### src/rtl/ir_char_rx.sv
// ir_char_rx: 8N1 receiver for the IR line that counts characters per frame and drives the
// active-low ir_done_n strobe. Define IR_RX_FRAME_ERR_EN to reject characters with a bad stop bit.

module ir_char_rx #(
    parameter int CLK_HZ      = 100000000,
    parameter int BAUD        = 9600,
    parameter int CHAR_TARGET = 10,
    parameter int DONE_CYCLES = 16
) (
    input  logic       clk,
    input  logic       rst_n,
    input  logic       ir_rx,
    input  logic       clr,
    output logic       ir_done_n,
    output logic [7:0] rx_data,
    output logic       rx_valid,
    output logic [3:0] char_cnt,
    output logic       frame_err
);

    localparam int DIV = CLK_HZ / BAUD;
    localparam int TW  = $clog2(DIV);
    localparam int DW  = $clog2(DONE_CYCLES + 1);

    // Detection happens one cycle after rx_s falls, hence the -2 on the half-bit load.
    localparam logic [TW-1:0] HALF_LOAD = TW'(DIV / 2 - 2);
    localparam logic [TW-1:0] FULL_LOAD = TW'(DIV - 1);
    localparam logic [DW-1:0] DONE_LOAD = DW'(DONE_CYCLES - 1);
    localparam logic [3:0]    LAST_CNT  = 4'(CHAR_TARGET - 1);

    typedef enum logic [1:0] {
        S_IDLE,
        S_START,
        S_DATA,
        S_STOP
    } state_t;

    state_t          state;
    state_t          state_n;
    logic            sync1;
    logic            rx_s;
    logic [1:0]      fill;
    logic            armed;
    logic [TW-1:0]   timer;
    logic [2:0]      bit_cnt;
    logic [7:0]      shift_reg;
    logic            stop_done;
    logic            tick;
    logic            load_half;
    logic            load_full;
    logic            shift_en;
    logic            stop_samp;
    logic            accept;
    logic            disarm;
    logic            complete;
    logic [DW-1:0]   done_cnt;

    // The synchronizer resets high, so fill marks when rx_s holds a real sample of the line.
    always_ff @(posedge clk or negedge rst_n) begin
        if (!rst_n) begin
            sync1 <= 1'b1;
            rx_s  <= 1'b1;
            fill  <= 2'b00;
            armed <= 1'b0;
        end else begin
            // NOTE: sequential state uses non-blocking assignments so every flop samples pre-edge values.
            sync1 <= ir_rx;
            rx_s  <= sync1;
            fill  <= {fill[0], 1'b1};
            if (disarm)
                armed <= 1'b0;
            else if (rx_s && fill[1])
                armed <= 1'b1;
        end
    end

    assign tick = (timer == '0);

    always_ff @(posedge clk or negedge rst_n) begin
        if (!rst_n)
            state <= S_IDLE;
        else
            state <= state_n;
    end

    always_comb begin
        // NOTE: every output of this block gets a default first, so no path can infer a latch.
        state_n   = state;
        load_half = 1'b0;
        load_full = 1'b0;
        shift_en  = 1'b0;
        stop_samp = 1'b0;
        case (state)
            S_IDLE: begin
                if (armed && !rx_s) begin
                    state_n   = S_START;
                    load_half = 1'b1;
                end
            end
            S_START: begin
                if (tick) begin
                    if (rx_s) begin
                        state_n = S_IDLE;
                    end else begin
                        state_n   = S_DATA;
                        load_full = 1'b1;
                    end
                end
            end
            S_DATA: begin
                if (tick) begin
                    shift_en  = 1'b1;
                    load_full = 1'b1;
                    if (bit_cnt == 3'd7)
                        state_n = S_STOP;
                end
            end
            S_STOP: begin
                if (tick) begin
                    stop_samp = 1'b1;
                    state_n   = S_IDLE;
                end
            end
            default: state_n = S_IDLE;
        endcase
    end

    always_ff @(posedge clk or negedge rst_n) begin
        if (!rst_n) begin
            timer     <= '0;
            bit_cnt   <= 3'd0;
            shift_reg <= 8'h00;
            stop_done <= 1'b0;
        end else begin
            if (load_half)
                timer <= HALF_LOAD;
            else if (load_full)
                timer <= FULL_LOAD;
            else if (!tick)
                timer <= timer - 1'b1;

            if (load_half)
                bit_cnt <= 3'd0;
            else if (shift_en)
                bit_cnt <= bit_cnt + 3'd1;

            if (shift_en)
                shift_reg <= {rx_s, shift_reg[7:1]};

            stop_done <= stop_samp;
        end
    end

`ifdef IR_RX_FRAME_ERR_EN
    logic stop_ok;
    logic bad_stop;

    always_ff @(posedge clk or negedge rst_n) begin
        if (!rst_n) begin
            stop_ok   <= 1'b1;
            frame_err <= 1'b0;
        end else begin
            if (stop_samp)
                stop_ok <= rx_s;
            frame_err <= bad_stop;
        end
    end

    assign accept   = stop_done && stop_ok;
    assign bad_stop = stop_done && !stop_ok;
    assign disarm   = stop_samp && !rx_s;
`else
    assign accept    = stop_done;
    assign disarm    = 1'b0;
    assign frame_err = 1'b0;
`endif

    // clr overrides a coinciding accept, which therefore cannot complete a frame.
    assign complete = accept && !clr && (char_cnt == LAST_CNT);

    always_ff @(posedge clk or negedge rst_n) begin
        if (!rst_n) begin
            rx_valid  <= 1'b0;
            rx_data   <= 8'h00;
            char_cnt  <= 4'd0;
            ir_done_n <= 1'b1;
            done_cnt  <= '0;
        end else begin
            rx_valid <= accept;
            if (accept)
                rx_data <= shift_reg;

            if (clr)
                char_cnt <= 4'd0;
            else if (accept)
                char_cnt <= complete ? 4'd0 : char_cnt + 4'd1;

            if (complete) begin
                ir_done_n <= 1'b0;
                done_cnt  <= DONE_LOAD;
            end else if (!ir_done_n) begin
                if (done_cnt == '0)
                    ir_done_n <= 1'b1;
                else
                    done_cnt <= done_cnt - 1'b1;
            end
        end
    end

endmodule

### config.mk
export PLATFORM = sky130hd
export DESIGN_NAME = ir_char_rx
export DESIGN_NICKNAME = d
export VERILOG_FILES = /design/src/rtl/ir_char_rx.sv
export SDC_FILE = /design/constraint.sdc
export NUM_CORES = 1
export LEC_CHECK = 0
export BUFFER_PORTS_ARGS = -buffer_cell sky130_fd_sc_hd__buf_2
export CORE_MARGIN = 2
export CORE_UTILIZATION = 40
export DETAILED_ROUTE_END_ITERATION = 8
export SYNTH_ARGS = -nofsm -noshare
export SYNTH_HDL_FRONTEND = slang
export SYNTH_SLANG_ARGS = --single-unit
export TNS_END_PERCENT = 50
### constraint.sdc
create_clock -name clk -period 2.4 [get_ports clk]
set_clock_uncertainty 0.05 [all_clocks]
set_input_delay 0.24 -clock clk [delete_from_list [all_inputs] [get_ports clk]]
set_output_delay 0.24 -clock clk [all_outputs]
set_load 0.1 [all_outputs]
==> qor.csv <==
metric;value;unit
utilization;0.468;
cp_top_family;simple AND/OR/NAND/NOR gates;
setup_viol_count_final;0;
gp_congestion;0.745;
hold_viol;0;
rsz0062_at_grt;no;
viasPerCell;5.19;
path_class;flip-flop to flip-flop;
ys.flop_type;dfrtp_1;
post-route-drc-count;0;
dp_hpwl;3000;microns
fin_cells;318;
routed-via-count;1652;
synth_nets;232;
drv_slew;0;
grt_max_degree;29;
cts_tree;done;
syn_area;0.00246;sq mm
port-buffer-count;17;
worstPathRequired;2.57;ns
start_kind;flip-flop;
hp-class;input port to flip-flop;
cts_root_buf;clkbuf_8;
slowest_delay;0.63;ns
antennaDiodeCount;0;
start_util;0.415;
clk_pin_slew_worst_paths;0.10;ns
core;0.00592;sq mm
row_count;28;
wl_per_cell;13.5;microns
cp.arrival;2.44;ns
drt-initial-drc-count;54;
fillers;546;
finalPower;1.84;mW
fin_crit_sh;0.946;
end_kind;flip-flop;
grt_antenna_before_repair;0;
layout_setup_ws;0.131;ns
drv_cap;0;
finish.net_count;258;
drive_above_1_share;0.193;
firstDrtPassIters;4;
peakVddDrop;0.000398;V
ctsHtreeMaxLevel;2;
slowest_stage;or4_4;
yosys-top-cells-area;dfrtp_1 50%, ha_1 6.1%, mux2_1 3.7%, mux2_2 3.7%, dfstp_2 3.2%;
grt_use_total;0.141;
drt.antenna.violating_nets;0;
area_delta_synth_final;12.7;%
clock_latency;0.30;ns
post_cts_buffers;0;
cp.buffers_inverters;0;
p_per_area;663;mW/mm^2
worst_pin_slew;0.715;ns
synth_warnings;0;
grt_pass1_vias;1604;
grt_pass1_wl;7260;microns
cp_common_cell;or4_4;
ctsLongestPathBuffers;2;
dieWidth;82.4;microns
post-route-min-period;2.27;ns
synthDistinctLibCells;52;
cts_sinks;52;
synthTopCellsByCount;49 x dfrtp_1, 14 x nor2_1, 12 x a21oi_1, 12 x ha_1;
leakage;1.29;nW
synthArstFlopShare;1.00;
ios;19;
rrSetupSlack;0.13;ns
yosysMostFrequentCell;dfrtp_1;
synth_top_area_share;0.499;
finalSetupTns;0;ns
routed_wl;4290;microns
syn_area_per_cell;11.4;sq um
post_cts_resized;0;
synth-edff-count;0;
largest_reg_flops;14;
die_area;0.00679;sq mm
die_h;82.4;microns
post-place-ws;0.161;ns
synth_top_area_cell;dfrtp_1;
ys_ff_latch;52;
syn_inst;216;
cts_made_buffers;5;
overflow;0;
path_cells;or4_4 -> or4_4 -> or3_1 -> a21oi_1;
max-slew-margin-rel;0.517;
ys_seq_area_frac;0.531;
worst-path-max-fanout;13;
max_freq;441;MHz
placed_cells;308;
status;finished, final reports clean;
==> cells in the final DEF, fill, tap and decap left out, drive strengths merged, types with 2 or more instances in the layout <==
| cell | instances |
|---|---|
| nor2 | 14 |
| mux2i | 2 |
| nor4 | 3 |
| o211ai | 2 |
| inv | 9 |
| mux2 | 16 |
| xnor2 | 7 |
| buf | 24 |
| a21oi | 12 |
| and3 | 2 |
| nor3b | 3 |
| nand3b | 4 |
| dfstp | 3 |
| dlygate4sd3 | 2 |
| nand2 | 10 |
| clkbuf | 6 |
| or4 | 4 |
| nand3 | 6 |
| xor2 | 2 |
| nor3 | 8 |
| ha | 12 |
| dfrtp | 49 |
| nand4 | 2 |
| o21ai | 10 |
| nand2b | 2 |
| and2 | 2 |
| and3b | 2 |
| or3 | 6 |
| conb | 2 |
==> through the flow <==
step | area (sq um) | hold WS (ns)
after global routing | 2770 | 0.0962
after CTS | 2770 | 0.0953
after detailed placement | 2660 | 0.247
after global placement | 2660 | 0.245
after floorplan | 2460 | -0.106
final | 2770 | 0.116
==> metal layers <==
layer / track usage / routed length (microns) / vias up
met2: 0.239 / 2090 / 24
met3: 0.0326 / 129 / 7
met5: 0 / 0 / -
met1: 0.177 / 2020 / 809
li1: - / - / 812
met4: 0.0500 / 53 / 0
==> power by group <==
part | total, mW | leakage, nW | switching (mW) | internal (mW)
combinational | 0.337 | 0.595 | 0.192 | 0.146
sequential | 1.00 | 0.649 | 0.0668 | 0.935
clock | 0.498 | 0.0414 | 0.290 | 0.208
total | 1.84 | 1.29 | 0.549 | 1.29
==> worst register-to-register path: cells and delay by family (launching register included) <==
| kind | cells | cell delay (ns) |
|---|---|---|
| simple gates | 3 | 1.57 |
| flops | 1 | 0.43 |
| compound gates | 1 | 0.15 |
==> area by class of cell <==
type                    count  area [sq um]  share of cell area
clock buffers               6          72.6              0.0262
clock inverters             2          16.3             0.00587
inverters                   9          33.8              0.0122
multi-input cells         148          1080               0.389
flip-flops and latches     52          1310               0.471
well taps                  75          93.8              0.0339
repair buffers             26           170              0.0614
==> path summary, 6_finish.rpt <==
path                           from           to  cells past startpoint
max                        timer[9]   bit_cnt[0]                      4
min                             clr  char_cnt[3]                      2
max reg2reg                timer[9]   bit_cnt[0]                      4
min reg2reg                 fill[0]      fill[1]                      0
max in group asynchronous     rst_n        sync1                      3
min in group asynchronous     rst_n  char_cnt[1]                      2
==> timing repair <==
action | in CTS | in global routing
setup endpoints to repair | 0 | 0
hold buffers | 2 | 0
hold endpoints to repair | 25 | 0
==> kinds of logic (layout without fill, tap and decap cells) <==
family | count (synthesis) | after routing | share of synthesized area
AO/OA/AOI/OAI | 34 | 34 | 0.0840
XOR/XNOR | 9 | 9 | 0.0321
adder cells (fa/ha/maj) | 12 | 12 | 0.0611
buffers and inverters | 16 | 43 | 0.0300
flip-flops | 52 | 52 | 0.531
multiplexers | 18 | 18 | 0.0815
other | 2 | 2 | 0.00306
AND/OR/NAND/NOR | 73 | 73 | 0.177
Note: power is estimated with default switching activity, not from simulation.
